[src/rtl/ddr4_init_sequencer_if.sv]
// Pin bundle between the DDR4 init sequencer and the controller top / DRAM pads.
// The sequencer takes the master side; the controller/bench takes the slave side.
interface ddr4_init_sequencer_if;
  logic        start;
  logic [97:0] mr_values;
  logic        ddr_reset_n;
  logic        cke;
  logic        cs_n;
  logic        act_n;
  logic        ras_n;
  logic        cas_n;
  logic        we_n;
  logic [1:0]  bg;
  logic [1:0]  ba;
  logic [13:0] addr;
  logic        mrs_rdy;
  logic        zqcl_rdy;
  logic        config_done;
  logic        busy;

  modport master (
    input  start, mr_values,
    output ddr_reset_n, cke, cs_n, act_n, ras_n, cas_n, we_n,
           bg, ba, addr, mrs_rdy, zqcl_rdy, config_done, busy
  );

  modport slave (
    output start, mr_values,
    input  ddr_reset_n, cke, cs_n, act_n, ras_n, cas_n, we_n,
           bg, ba, addr, mrs_rdy, zqcl_rdy, config_done, busy
  );
endinterface

[src/rtl/ddr4_init_sequencer.sv]
// DDR4 power-up sequencer: RESET_n/CKE ramp, seven MRS writes, ZQCL, then config_done.
// Every pin is registered; events land exactly N rising edges after their source edge.
module ddr4_init_sequencer #(
  parameter int T_RESET = 16,
  parameter int T_CKE_L = 10,
  parameter int T_XPR   = 12,
  parameter int T_MRD   = 8,
  parameter int T_MOD   = 24,
  parameter int T_ZQ    = 512
) (
  input  logic                  clock_t,
  input  logic                  reset_n,
  ddr4_init_sequencer_if.master bus
);

  function automatic int imax(int a, int b);
    return (a > b) ? a : b;
  endfunction

  localparam int TMAX = imax(imax(imax(T_RESET, T_CKE_L), imax(T_XPR, T_MRD)), imax(T_MOD, T_ZQ));
  localparam int CW   = $clog2(TMAX) + 1;

  if (T_RESET < 2 || T_CKE_L < 2 || T_XPR < 2 || T_MRD < 2 || T_MOD < 2 || T_ZQ < 2) begin : g_bad_param
    $error("ddr4_init_sequencer: all timing parameters must be >= 2");
  end

  localparam logic [3:0] S_IDLE     = 4'd0;
  localparam logic [3:0] S_RST_HOLD = 4'd1;
  localparam logic [3:0] S_CKE_WAIT = 4'd2;
  localparam logic [3:0] S_XPR_WAIT = 4'd3;
  localparam logic [3:0] S_MRS      = 4'd4;
  localparam logic [3:0] S_MRD_WAIT = 4'd5;
  localparam logic [3:0] S_MOD_WAIT = 4'd6;
  localparam logic [3:0] S_ZQCL     = 4'd7;
  localparam logic [3:0] S_ZQ_WAIT  = 4'd8;
  localparam logic [3:0] S_DONE     = 4'd9;

  // JEDEC-recommended MR programming order, indexed by issue slot.
  function automatic logic [2:0] mr_num(logic [2:0] idx);
    case (idx)
      3'd0:    return 3'd3;
      3'd1:    return 3'd6;
      3'd2:    return 3'd5;
      3'd3:    return 3'd4;
      3'd4:    return 3'd2;
      3'd5:    return 3'd1;
      default: return 3'd0;
    endcase
  endfunction

  logic [3:0]    state_q, state_d;
  logic [CW-1:0] cnt_q, cnt_d;
  logic [2:0]    idx_q, idx_d;
  logic          rstn_q, rstn_d;
  logic          cke_q, cke_d;
  logic [4:0]    cmd_q, cmd_d;   // {cs_n, act_n, ras_n, cas_n, we_n}
  logic [1:0]    bg_q, bg_d;
  logic [1:0]    ba_q, ba_d;
  logic [13:0]   addr_q, addr_d;
  logic          mrs_q, mrs_d;
  logic          zq_q, zq_d;
  logic          done_q, done_d;
  logic          busy_q, busy_d;
  logic [2:0]    mrn;

  assign mrn = mr_num(idx_q);

  always_comb begin
    state_d = state_q;
    cnt_d   = (cnt_q != '0) ? cnt_q - 1'b1 : cnt_q;
    idx_d   = idx_q;
    rstn_d  = rstn_q;
    cke_d   = cke_q;
    done_d  = done_q;
    cmd_d   = 5'b11111;
    bg_d    = 2'b00;
    ba_d    = 2'b00;
    addr_d  = 14'd0;
    mrs_d   = 1'b0;
    zq_d    = 1'b0;
    case (state_q)
      S_IDLE, S_DONE: begin
        if (bus.start) begin
          state_d = S_RST_HOLD;
          cnt_d   = CW'(T_RESET - 1);
          idx_d   = 3'd0;
          rstn_d  = 1'b0;
          cke_d   = 1'b0;
          done_d  = 1'b0;
        end
      end
      S_RST_HOLD: if (cnt_q == '0) begin
        state_d = S_CKE_WAIT;
        cnt_d   = CW'(T_CKE_L - 1);
        rstn_d  = 1'b1;
      end
      S_CKE_WAIT: if (cnt_q == '0) begin
        state_d = S_XPR_WAIT;
        cnt_d   = CW'(T_XPR - 1);
        cke_d   = 1'b1;
      end
      S_XPR_WAIT, S_MRD_WAIT: if (cnt_q == '0) begin
        state_d = S_MRS;
        cmd_d   = 5'b01000;
        bg_d    = {1'b0, mrn[2]};
        ba_d    = mrn[1:0];
        addr_d  = bus.mr_values[mrn*14 +: 14];
        mrs_d   = 1'b1;
      end
      // The command cycle itself counts toward the following gap, hence the -2 loads.
      S_MRS: begin
        if (idx_q == 3'd6) begin
          state_d = S_MOD_WAIT;
          cnt_d   = CW'(T_MOD - 2);
        end else begin
          state_d = S_MRD_WAIT;
          cnt_d   = CW'(T_MRD - 2);
          idx_d   = idx_q + 3'd1;
        end
      end
      S_MOD_WAIT: if (cnt_q == '0) begin
        state_d = S_ZQCL;
        cmd_d   = 5'b01110;
        addr_d  = 14'h0400;
        zq_d    = 1'b1;
      end
      S_ZQCL: begin
        state_d = S_ZQ_WAIT;
        cnt_d   = CW'(T_ZQ - 2);
      end
      S_ZQ_WAIT: if (cnt_q == '0) begin
        state_d = S_DONE;
        done_d  = 1'b1;
      end
      default: begin
        state_d = S_IDLE;
        cnt_d   = '0;
        idx_d   = 3'd0;
        rstn_d  = 1'b0;
        cke_d   = 1'b0;
        done_d  = 1'b0;
      end
    endcase
    busy_d = (state_d != S_IDLE) && (state_d != S_DONE);
  end

  always_ff @(posedge clock_t or negedge reset_n) begin
    if (!reset_n) begin
      state_q <= S_IDLE;
      cnt_q   <= '0;
      idx_q   <= 3'd0;
      rstn_q  <= 1'b0;
      cke_q   <= 1'b0;
      cmd_q   <= 5'b11111;
      bg_q    <= 2'b00;
      ba_q    <= 2'b00;
      addr_q  <= 14'd0;
      mrs_q   <= 1'b0;
      zq_q    <= 1'b0;
      done_q  <= 1'b0;
      busy_q  <= 1'b0;
    end else begin
      state_q <= state_d;
      cnt_q   <= cnt_d;
      idx_q   <= idx_d;
      rstn_q  <= rstn_d;
      cke_q   <= cke_d;
      cmd_q   <= cmd_d;
      bg_q    <= bg_d;
      ba_q    <= ba_d;
      addr_q  <= addr_d;
      mrs_q   <= mrs_d;
      zq_q    <= zq_d;
      done_q  <= done_d;
      busy_q  <= busy_d;
    end
  end

  assign bus.ddr_reset_n = rstn_q;
  assign bus.cke         = cke_q;
  assign bus.cs_n        = cmd_q[4];
  assign bus.act_n       = cmd_q[3];
  assign bus.ras_n       = cmd_q[2];
  assign bus.cas_n       = cmd_q[1];
  assign bus.we_n        = cmd_q[0];
  assign bus.bg          = bg_q;
  assign bus.ba          = ba_q;
  assign bus.addr        = addr_q;
  assign bus.mrs_rdy     = mrs_q;
  assign bus.zqcl_rdy    = zq_q;
  assign bus.config_done = done_q;
  assign bus.busy        = busy_q;

endmodule

[src/flat_wrapper.sv]
// flat-port wrapper written by rule: the top's interface ports become plain ports
module ddr4_init_sequencer_flat 
#(
  parameter int T_RESET = 16,
  parameter int T_CKE_L = 10,
  parameter int T_XPR   = 12,
  parameter int T_MRD   = 8,
  parameter int T_MOD   = 24,
  parameter int T_ZQ    = 512
)
  (clock_t, reset_n, bus_start, bus_mr_values, bus_ddr_reset_n, bus_cke, bus_cs_n, bus_act_n, bus_ras_n, bus_cas_n, bus_we_n, bus_bg, bus_ba, bus_addr, bus_mrs_rdy, bus_zqcl_rdy, bus_config_done, bus_busy);
  ddr4_init_sequencer_if bus_i ();
  input  logic clock_t;
  input  logic reset_n;
  input wire logic [$bits(bus_i.start)-1:0] bus_start;
  input wire logic [$bits(bus_i.mr_values)-1:0] bus_mr_values;
  output wire logic [$bits(bus_i.ddr_reset_n)-1:0] bus_ddr_reset_n;
  output wire logic [$bits(bus_i.cke)-1:0] bus_cke;
  output wire logic [$bits(bus_i.cs_n)-1:0] bus_cs_n;
  output wire logic [$bits(bus_i.act_n)-1:0] bus_act_n;
  output wire logic [$bits(bus_i.ras_n)-1:0] bus_ras_n;
  output wire logic [$bits(bus_i.cas_n)-1:0] bus_cas_n;
  output wire logic [$bits(bus_i.we_n)-1:0] bus_we_n;
  output wire logic [$bits(bus_i.bg)-1:0] bus_bg;
  output wire logic [$bits(bus_i.ba)-1:0] bus_ba;
  output wire logic [$bits(bus_i.addr)-1:0] bus_addr;
  output wire logic [$bits(bus_i.mrs_rdy)-1:0] bus_mrs_rdy;
  output wire logic [$bits(bus_i.zqcl_rdy)-1:0] bus_zqcl_rdy;
  output wire logic [$bits(bus_i.config_done)-1:0] bus_config_done;
  output wire logic [$bits(bus_i.busy)-1:0] bus_busy;
  assign bus_i.start = bus_start;
  assign bus_i.mr_values = bus_mr_values;
  assign bus_ddr_reset_n = bus_i.ddr_reset_n;
  assign bus_cke = bus_i.cke;
  assign bus_cs_n = bus_i.cs_n;
  assign bus_act_n = bus_i.act_n;
  assign bus_ras_n = bus_i.ras_n;
  assign bus_cas_n = bus_i.cas_n;
  assign bus_we_n = bus_i.we_n;
  assign bus_bg = bus_i.bg;
  assign bus_ba = bus_i.ba;
  assign bus_addr = bus_i.addr;
  assign bus_mrs_rdy = bus_i.mrs_rdy;
  assign bus_zqcl_rdy = bus_i.zqcl_rdy;
  assign bus_config_done = bus_i.config_done;
  assign bus_busy = bus_i.busy;
  ddr4_init_sequencer #(.T_RESET(T_RESET), .T_CKE_L(T_CKE_L), .T_XPR(T_XPR), .T_MRD(T_MRD), .T_MOD(T_MOD), .T_ZQ(T_ZQ)) u_core (.clock_t(clock_t), .reset_n(reset_n), .bus(bus_i));
endmodule
[config.mk]
export PLATFORM = sky130hd
export DESIGN_NAME = ddr4_init_sequencer_flat
export DESIGN_NICKNAME = d
export VERILOG_FILES = /design/src/rtl/ddr4_init_sequencer_if.sv /design/src/rtl/ddr4_init_sequencer.sv /design/src/flat_wrapper.sv
export SDC_FILE = /design/constraint.sdc
export NUM_CORES = 1
export LEC_CHECK = 0
export CAP_MARGIN = 0
export CORE_MARGIN = 4
export CORE_UTILIZATION = 30
export CTS_BUF_LIST = sky130_fd_sc_hd__clkbuf_4 sky130_fd_sc_hd__clkbuf_8
export CTS_CLUSTER_SIZE = 30
export DETAILED_ROUTE_END_ITERATION = 10
export PLACE_DENSITY_LB_ADDON = 0.3
export SLEW_MARGIN = 0
export SYNTH_ARGS = -nofsm -noshare
export SYNTH_HDL_FRONTEND = slang
export SYNTH_SLANG_ARGS = --single-unit
[constraint.sdc]
create_clock -name clock_t -period 6.2 [get_ports clock_t]
set_clock_uncertainty 0.1 [all_clocks]
set_input_delay 1.24 -clock clock_t [delete_from_list [all_inputs] [get_ports clock_t]]
set_output_delay 1.24 -clock clock_t [all_outputs]
set_load 0.05 [all_outputs]
==> results.py, run 1 <==
metrics = {
    "status": {
        "outcome": "complete, no violations",
    },
    "drt": {
        "postRouteAntennaNets": 0,
        "drt_iter0_markers": 348,
        "vias": 2972,
        "wire_per_inst_um": 17.21,
        "wl_mm": 9.950,
        "firstDrtPassIters": 4,
        "drc": 0,
        "avgViaCountPerCell": 5.142,
    },
    "yosys": {
        "synthCells": 332,
        "ys_warn_count": 0,
        "synth_nets": 440,
        "postSynthAreaPerCell_um2": 9.505,
        "synth_edf_count": 0,
        "ys_ff_latch": 42,
        "synthDistinctLibCells": 62,
        "async_flop_share_pct": 100.0,
        "synth_area_um2": 3156,
        "synthFlopType": "dfrtp_1",
        "ys_seq_area_share_pct": 33.39,
    },
    "floorplanning": {
        "fp.dieW_um": 110.6,
        "initial_utilization_pct": 30.70,
        "row_count": 37,
        "ios": 130,
        "dieArea_um2": 12220,
        "design.core.area_um2": 10280,
        "die_y_um": 110.6,
    },
    "layout": {
        "area_growth_pct": 44.85,
        "drive_gt1_share_pct": 14.48,
        "utilization_pct": 44.47,
        "multi_input_area_um2": 1908,
        "layout.nets": 549,
        "register_area_um2": 1054,
        "n_fill_cell": 1019,
        "n_antenna_cell": 0,
    },
    "global_route": {
        "gr-total-overflow": 0,
        "grt_first_pass_wirelength_mm": 16.22,
        "grt_start_max_net_pins": 43,
        "grt_pass1_vias": 3082,
        "grt_usage_pct": 16.17,
        "antenna_found_initial": 0,
    },
    "timing": {
        "finalSetupViolCount": 0,
        "timing.fmax_ghz": 0.3354,
        "maxSlewHeadroom_pct": 36.49,
        "period_share_pct": 48.09,
        "tns_ns": 0,
        "drv_slew": 0,
        "hold_violations": 0,
        "finalCriticalPeriod_ns": 2.982,
        "worst_slew_pin_slew_ns": 0.9526,
        "rsz0062_at_grt": "no",
    },
    "setup_path": {
        "end_kind": "primary output",
        "slowest_stage": "clkdlybuf4s50_1",
        "crit_arrival_ns": 1.64,
        "cp_cell_sequence": "clkdlybuf4s50_1",
        "cp_top_family": "buffers and inverters",
        "cp-start-kind": "flip-flop",
        "cp.required_ns": 4.86,
        "path_class": "flip-flop to primary output",
        "crit_buf_inv": 1,
        "crit_path_max_fanout": 2,
        "cpPeakStageDelay_ns": 0.80,
    },
    "clock_network": {
        "clock-root-buffer": "clkbuf_8",
        "clockBufferDepth": 2,
        "clock_sinks": 42,
        "clk_pin_slew_ns": 0.09,
        "ctsResizeCount": 0,
        "insertion_delay_ns": 0.30,
        "cts_tree": "built",
        "numCtsBuffers": 5,
        "postCtsSetupBuffers": 0,
        "hold_buffers": 0,
        "h-tree-depth": 2,
    },
    "power": {
        "p_leak_nw": 1.812,
        "ir_worst_vdd_uv": 100.3,
        "p_per_area_nw_per_um2": 184.1,
    },
    "flow_run": {
        "cap_violations": 0,
    },
    "place": {
        "io_buffers": 127,
        "gp_congestion": 0.8415,
        "place_hpwl_mm": 7.603,
    },
    "worst_hold_path": {
        "worstHoldPathType": "flip-flop to flip-flop",
    },
}
## stage by stage
step | area (um2) | total power (W) | hold slack [ns] | std cells | setup WS (ns)
final | 4571 | 0.0008415 | 0.4404 | 578 | 3.218
after global routing | 4571 | 0.0008969 | 0.4646 | 578 | 2.987
after CTS | 4571 | 0.0008494 | 0.4421 | 578 | 3.202
after detailed placement | 4483 | 0.0006633 | 0.4151 | 570 | 3.229
after global placement | 4483 | 0.0006561 | 0.4113 | 570 | 3.271
after floorplan | 3156 | 0.0005493 | 0.4028 | 332 | 3.814
## sequential cells by signal (all words and copies together) (netlist names)
signal                  cells
u_core.state_q              4
u_core.bus.zqcl_rdy         1
u_core.cnt_q               10
u_core.bus.addr            14
u_core.bus.busy             1
u_core.cmd_q                2
u_core.bus.ddr_reset_n      1
u_core.bus.ba               2
u_core.bus.cke              1
u_core.bus.bg               1
u_core.idx_q                3
u_core.bus.mrs_rdy          1
u_core.bus.config_done      1
## per-layer routing
metal | vias up | wire length [um] | GRT usage, %
met5 | - | 0 | 0
met4 | 0 | 155 | 4.187
met3 | 10 | 371 | 2.630
met2 | 76 | 5149 | 28.28
met1 | 1431 | 4274 | 20.68
li1 | 1455 | - | -
## power breakdown
part           total (W)  switching, W  internal, W
clock           0.000184      0.000104    0.0000795
sequential      0.000339     0.0000397     0.000299
combinational   0.000319      0.000143     0.000176
## layout make-up
cell class | count | share of cell area, %
inverter | 18 | 1.533
sequential | 42 | 23.05
clock inverter | 3 | 0.4106
multi-input combinational | 245 | 41.75
clock buffer | 5 | 1.506
tap | 136 | 3.723
timing repair buffer | 129 | 28.03
## synthesized netlist by cell type (all sizes together), types with 5 or more instances
library cell,instances,area (um2)
a211oi,15,142.6
a21oi,17,85.08
a221oi,13,113.9
a31oi,5,31.28
buf,17,97.59
clkbuf,10,37.54
dfrtp,40,1001
ha,7,87.58
inv,18,70.07
mux2,27,304.0
mux2i,29,290.3
nand2,13,48.80
nand3,10,50.05
nor2,21,78.83
nor2b,6,37.54
nor3,6,46.30
o21ai,15,78.82
o22ai,6,37.54
xnor2,6,52.55
## worst paths after layout
| kind | slack [ns] | end | startpoint | cells after the start |
|---|---|---|---|---|
| min in group asynchronous | 0.98 | u_core.cnt_q[2]$_DFF_PN0_ | reset_n | 1 |
| max in group asynchronous | 4.41 | u_core.cnt_q[6]$_DFF_PN0_ | reset_n | 1 |
| worst max-delay path | 3.22 | bus_cas_n | u_core.cmd_q[2]$_DFF_PN1_ | 1 |
| worst max register to register | 3.33 | u_core.bus.addr[7]$_DFF_PN0_ | u_core.idx_q[0]$_DFFE_PN0P_ | 7 |
| worst min-delay path | 0.44 | u_core.bus.cke$_DFFE_PN0P_ | u_core.bus.cke$_DFFE_PN0P_ | 1 |
| worst min register to register | 0.44 | u_core.bus.cke$_DFFE_PN0P_ | u_core.bus.cke$_DFFE_PN0P_ | 1 |
## logic make-up after synthesis
family,share of synthesized area (%)
AOI/OAI and AO/OA,23.63
xor gates and xnor gates,1.665
adders and majority gates,2.775
buffers and inverters,6.503
DFF,33.39
muxes,18.83
other,0.2380
and+or+nand+nor,12.97
## cells in the final DEF (no fill, tap or decap), drive strengths merged, types with 6 or more instances in the layout
master and instances:
a21oi 17, ha 7, o22ai 6, nor2 21
a221oi 13, xnor2 6, inv 19, nor2b 6
nor3 6, dfrtp 40, nand3 10, mux2i 29
a211oi 15, mux2 27, o21ai 15, clkdlybuf4s50 126
nand2 13
Power figures use the tool's default switching activity.
==> run 2: changes to the inputs <==
==> constraint.sdc (replaced) <==
create_clock -name clock_t -period 3 [get_ports clock_t]
set_clock_uncertainty 0.1 [all_clocks]
set_input_delay 0.6 -clock clock_t [delete_from_list [all_inputs] [get_ports clock_t]]
set_output_delay 0.6 -clock clock_t [all_outputs]
set_load 0.05 [all_outputs]
==> run 2 against run 1 <==
  * First-iteration DRC count fell by 46%
  * Largest cell class unchanged
  * Critical path type is now flip-flop to flip-flop
  * Combinational power is 120% higher
  * Final cell count rose by 0.52%
  * Sequential cell count unchanged
  * Largest power group unchanged
  * Utilization up 0.39 points
  * Global-route usage up 0.27 points
  * Critical path depth is 7 higher
==> results.py, run 2 (same netlist as run 1, synthesis figures left out) <==
metrics = {
    "status": {
        "outcome": "complete, no violations",
    },
    "setup_path": {
        "cp_cell_sequence": "inv_1, ha_1, nor3b_2, and3_4, inv_4, o32a_1, o2111ai_2, o21ai_1",
        "crit_start": "u_core.cnt_q[0]$_DFF_PN0_",
        "r2r-start": "u_core.cnt_q[0]$_DFF_PN0_",
        "slowest_stage": "dfrtp_1",
        "cp.depth": 8,
        "path_class": "flip-flop to flip-flop",
        "cp_top_family": "simple AND/OR/NAND/NOR gates",
        "r2r_end": "u_core.cnt_q[7]$_DFF_PN0_",
        "cpPeakStageDelay_ns": 0.42,
        "crit_path_max_fanout": 12,
        "cp.required_ns": 3.08,
        "cp-start-kind": "flip-flop",
        "end_kind": "flip-flop",
        "r2r_cells": 8,
        "critPathCapture": "u_core.cnt_q[7]$_DFF_PN0_",
        "crit_arrival_ns": 2.54,
        "rrSetupSlack_ns": 0.54,
        "crit_buf_inv": 2,
    },
    "power": {
        "p_per_area_nw_per_um2": 386.7,
        "ir_worst_vdd_uv": 267.5,
        "p_leak_nw": 1.823,
        "power.total_w": 0.001783,
    },
    "timing": {
        "period_share_pct": 82.08,
        "tns_ns": 0,
        "worst_slew_pin_slew_ns": 0.9893,
        "hold_violations": 0,
        "maxSlewHeadroom_pct": 34.05,
        "finalSetupViolCount": 0,
        "finalCriticalPeriod_ns": 2.462,
        "hold_slack_ns": 0.3449,
        "drv_slew": 0,
        "timing.fmax_ghz": 0.4061,
        "rsz0062_at_grt": "no",
    },
    "clock_network": {
        "postCtsSetupBuffers": 0,
        "cts_tree": "built",
        "clock_sinks": 42,
        "ctsResizeCount": 0,
        "clock-root-buffer": "clkbuf_8",
        "numCtsBuffers": 5,
        "hold_buffers": 0,
        "h-tree-depth": 2,
        "clockBufferDepth": 2,
        "clk_pin_slew_ns": 0.09,
        "insertion_delay_ns": 0.30,
    },
    "layout": {
        "fin_area_um2": 4611,
        "final_cell_mix": "clkdlybuf4s50_1, dfrtp_1, mux2i_1, mux2_2, nor2_1",
        "layout.nets": 552,
        "largest_reg_flops": 14,
        "n_antenna_cell": 0,
        "area_growth_pct": 46.11,
        "final_common_cell": "clkdlybuf4s50_1",
        "drive_gt1_share_pct": 15.06,
    },
    "place": {
        "io_buffers": 127,
        "gp_congestion": 0.8507,
        "place_hpwl_mm": 7.930,
        "place_area_um2": 4518,
    },
    "floorplanning": {
        "dieArea_um2": 12220,
        "die_y_um": 110.6,
        "design.core.area_um2": 10280,
        "ios": 130,
        "initial_utilization_pct": 30.70,
        "row_count": 37,
        "fp.dieW_um": 110.6,
    },
    "global_route": {
        "grt_pass1_vias": 3153,
        "gr-total-overflow": 0,
        "grt_start_max_net_pins": 43,
        "grt_first_pass_wirelength_mm": 16.54,
        "grt_usage_pct": 16.45,
        "antenna_found_initial": 0,
    },
    "drt": {
        "wl_mm": 10.41,
        "wire_per_inst_um": 17.92,
        "drt_iter0_markers": 187,
        "drc": 0,
        "avgViaCountPerCell": 5.196,
        "firstDrtPassIters": 4,
        "postRouteAntennaNets": 0,
        "vias": 3019,
    },
    "flow_run": {
        "cap_violations": 0,
    },
    "worst_hold_path": {
        "worstHoldPathType": "primary input to async pin",
    },
}
run 2: routing by layer:
layer / up-vias / global-route usage [%] / part of all wire [%] / routed length [um]
met5: - / 0 / 0 / 0
met1: 1465 / 20.13 / 42 / 4389
met3: 18 / 2.740 / 3.6 / 371
li1: 1461 / - / - / -
met2: 75 / 29.00 / 52 / 5397
met4: 0 / 5.829 / 2.4 / 251
run 2: how the worst min path moves through the flow:
| stage | start | to | cells past startpoint |
|---|---|---|---|
| global route | reset_n | u_core.idx_q[1]$_DFFE_PN0P_ | 1 |
| finish | reset_n | u_core.bus.config_done$_DFFE_PN0P_ | 1 |
| detailed placement | u_core.bus.cke$_DFFE_PN0P_ | u_core.bus.cke$_DFFE_PN0P_ | 1 |
| CTS | reset_n | u_core.bus.ddr_reset_n$_DFFE_PN0P_ | 1 |
| global placement | u_core.bus.cke$_DFFE_PN0P_ | u_core.bus.cke$_DFFE_PN0P_ | 1 |
| floorplan | reset_n | u_core.bus.addr[0]$_DFF_PN0_ | 0 |
run 2: final cells by class:
cell class / count / area, um2
clock buffer: 5 / 68.82
clock inverter: 3 / 23.77
fill: 1046 / 5667
inverter: 18 / 70.07
multi-input combinational: 245 / 1908
sequential: 42 / 1054
tap: 136 / 170.2
timing repair buffer: 132 / 1316
run 2: worst reg2reg max path, stage by stage, from the launching register on:
cell and delay (ns):
dfrtp_1 0.42, inv_1 0.08, ha_1 0.20, nor3b_2 0.39
and3_4 0.37, inv_4 0.09, o32a_1 0.35, o2111ai_2 0.24
o21ai_1 0.12
run 2: per-stage QoR:
stage / setup WS (ns) / instances / util [%]
2_1_floorplan: 0.8130 / 332 / -
3_3_place_gp: 0.6739 / 573 / 43.96
3_5_place_dp: 0.5682 / 573 / 43.96
4_1_cts: 0.5570 / 581 / 44.86
5_1_grt: 0.3089 / 581 / 44.86
6_report: 0.5377 / 581 / 44.86
run 2: power breakdown:
part	internal, W	switching [W]	leakage, nW	total [W]
Sequential	0.000618	0.0000861	0.532	0.000704
Clock	0.000167	0.000223	0.0408	0.000389
Combinational	0.000377	0.000312	1.25	0.000689
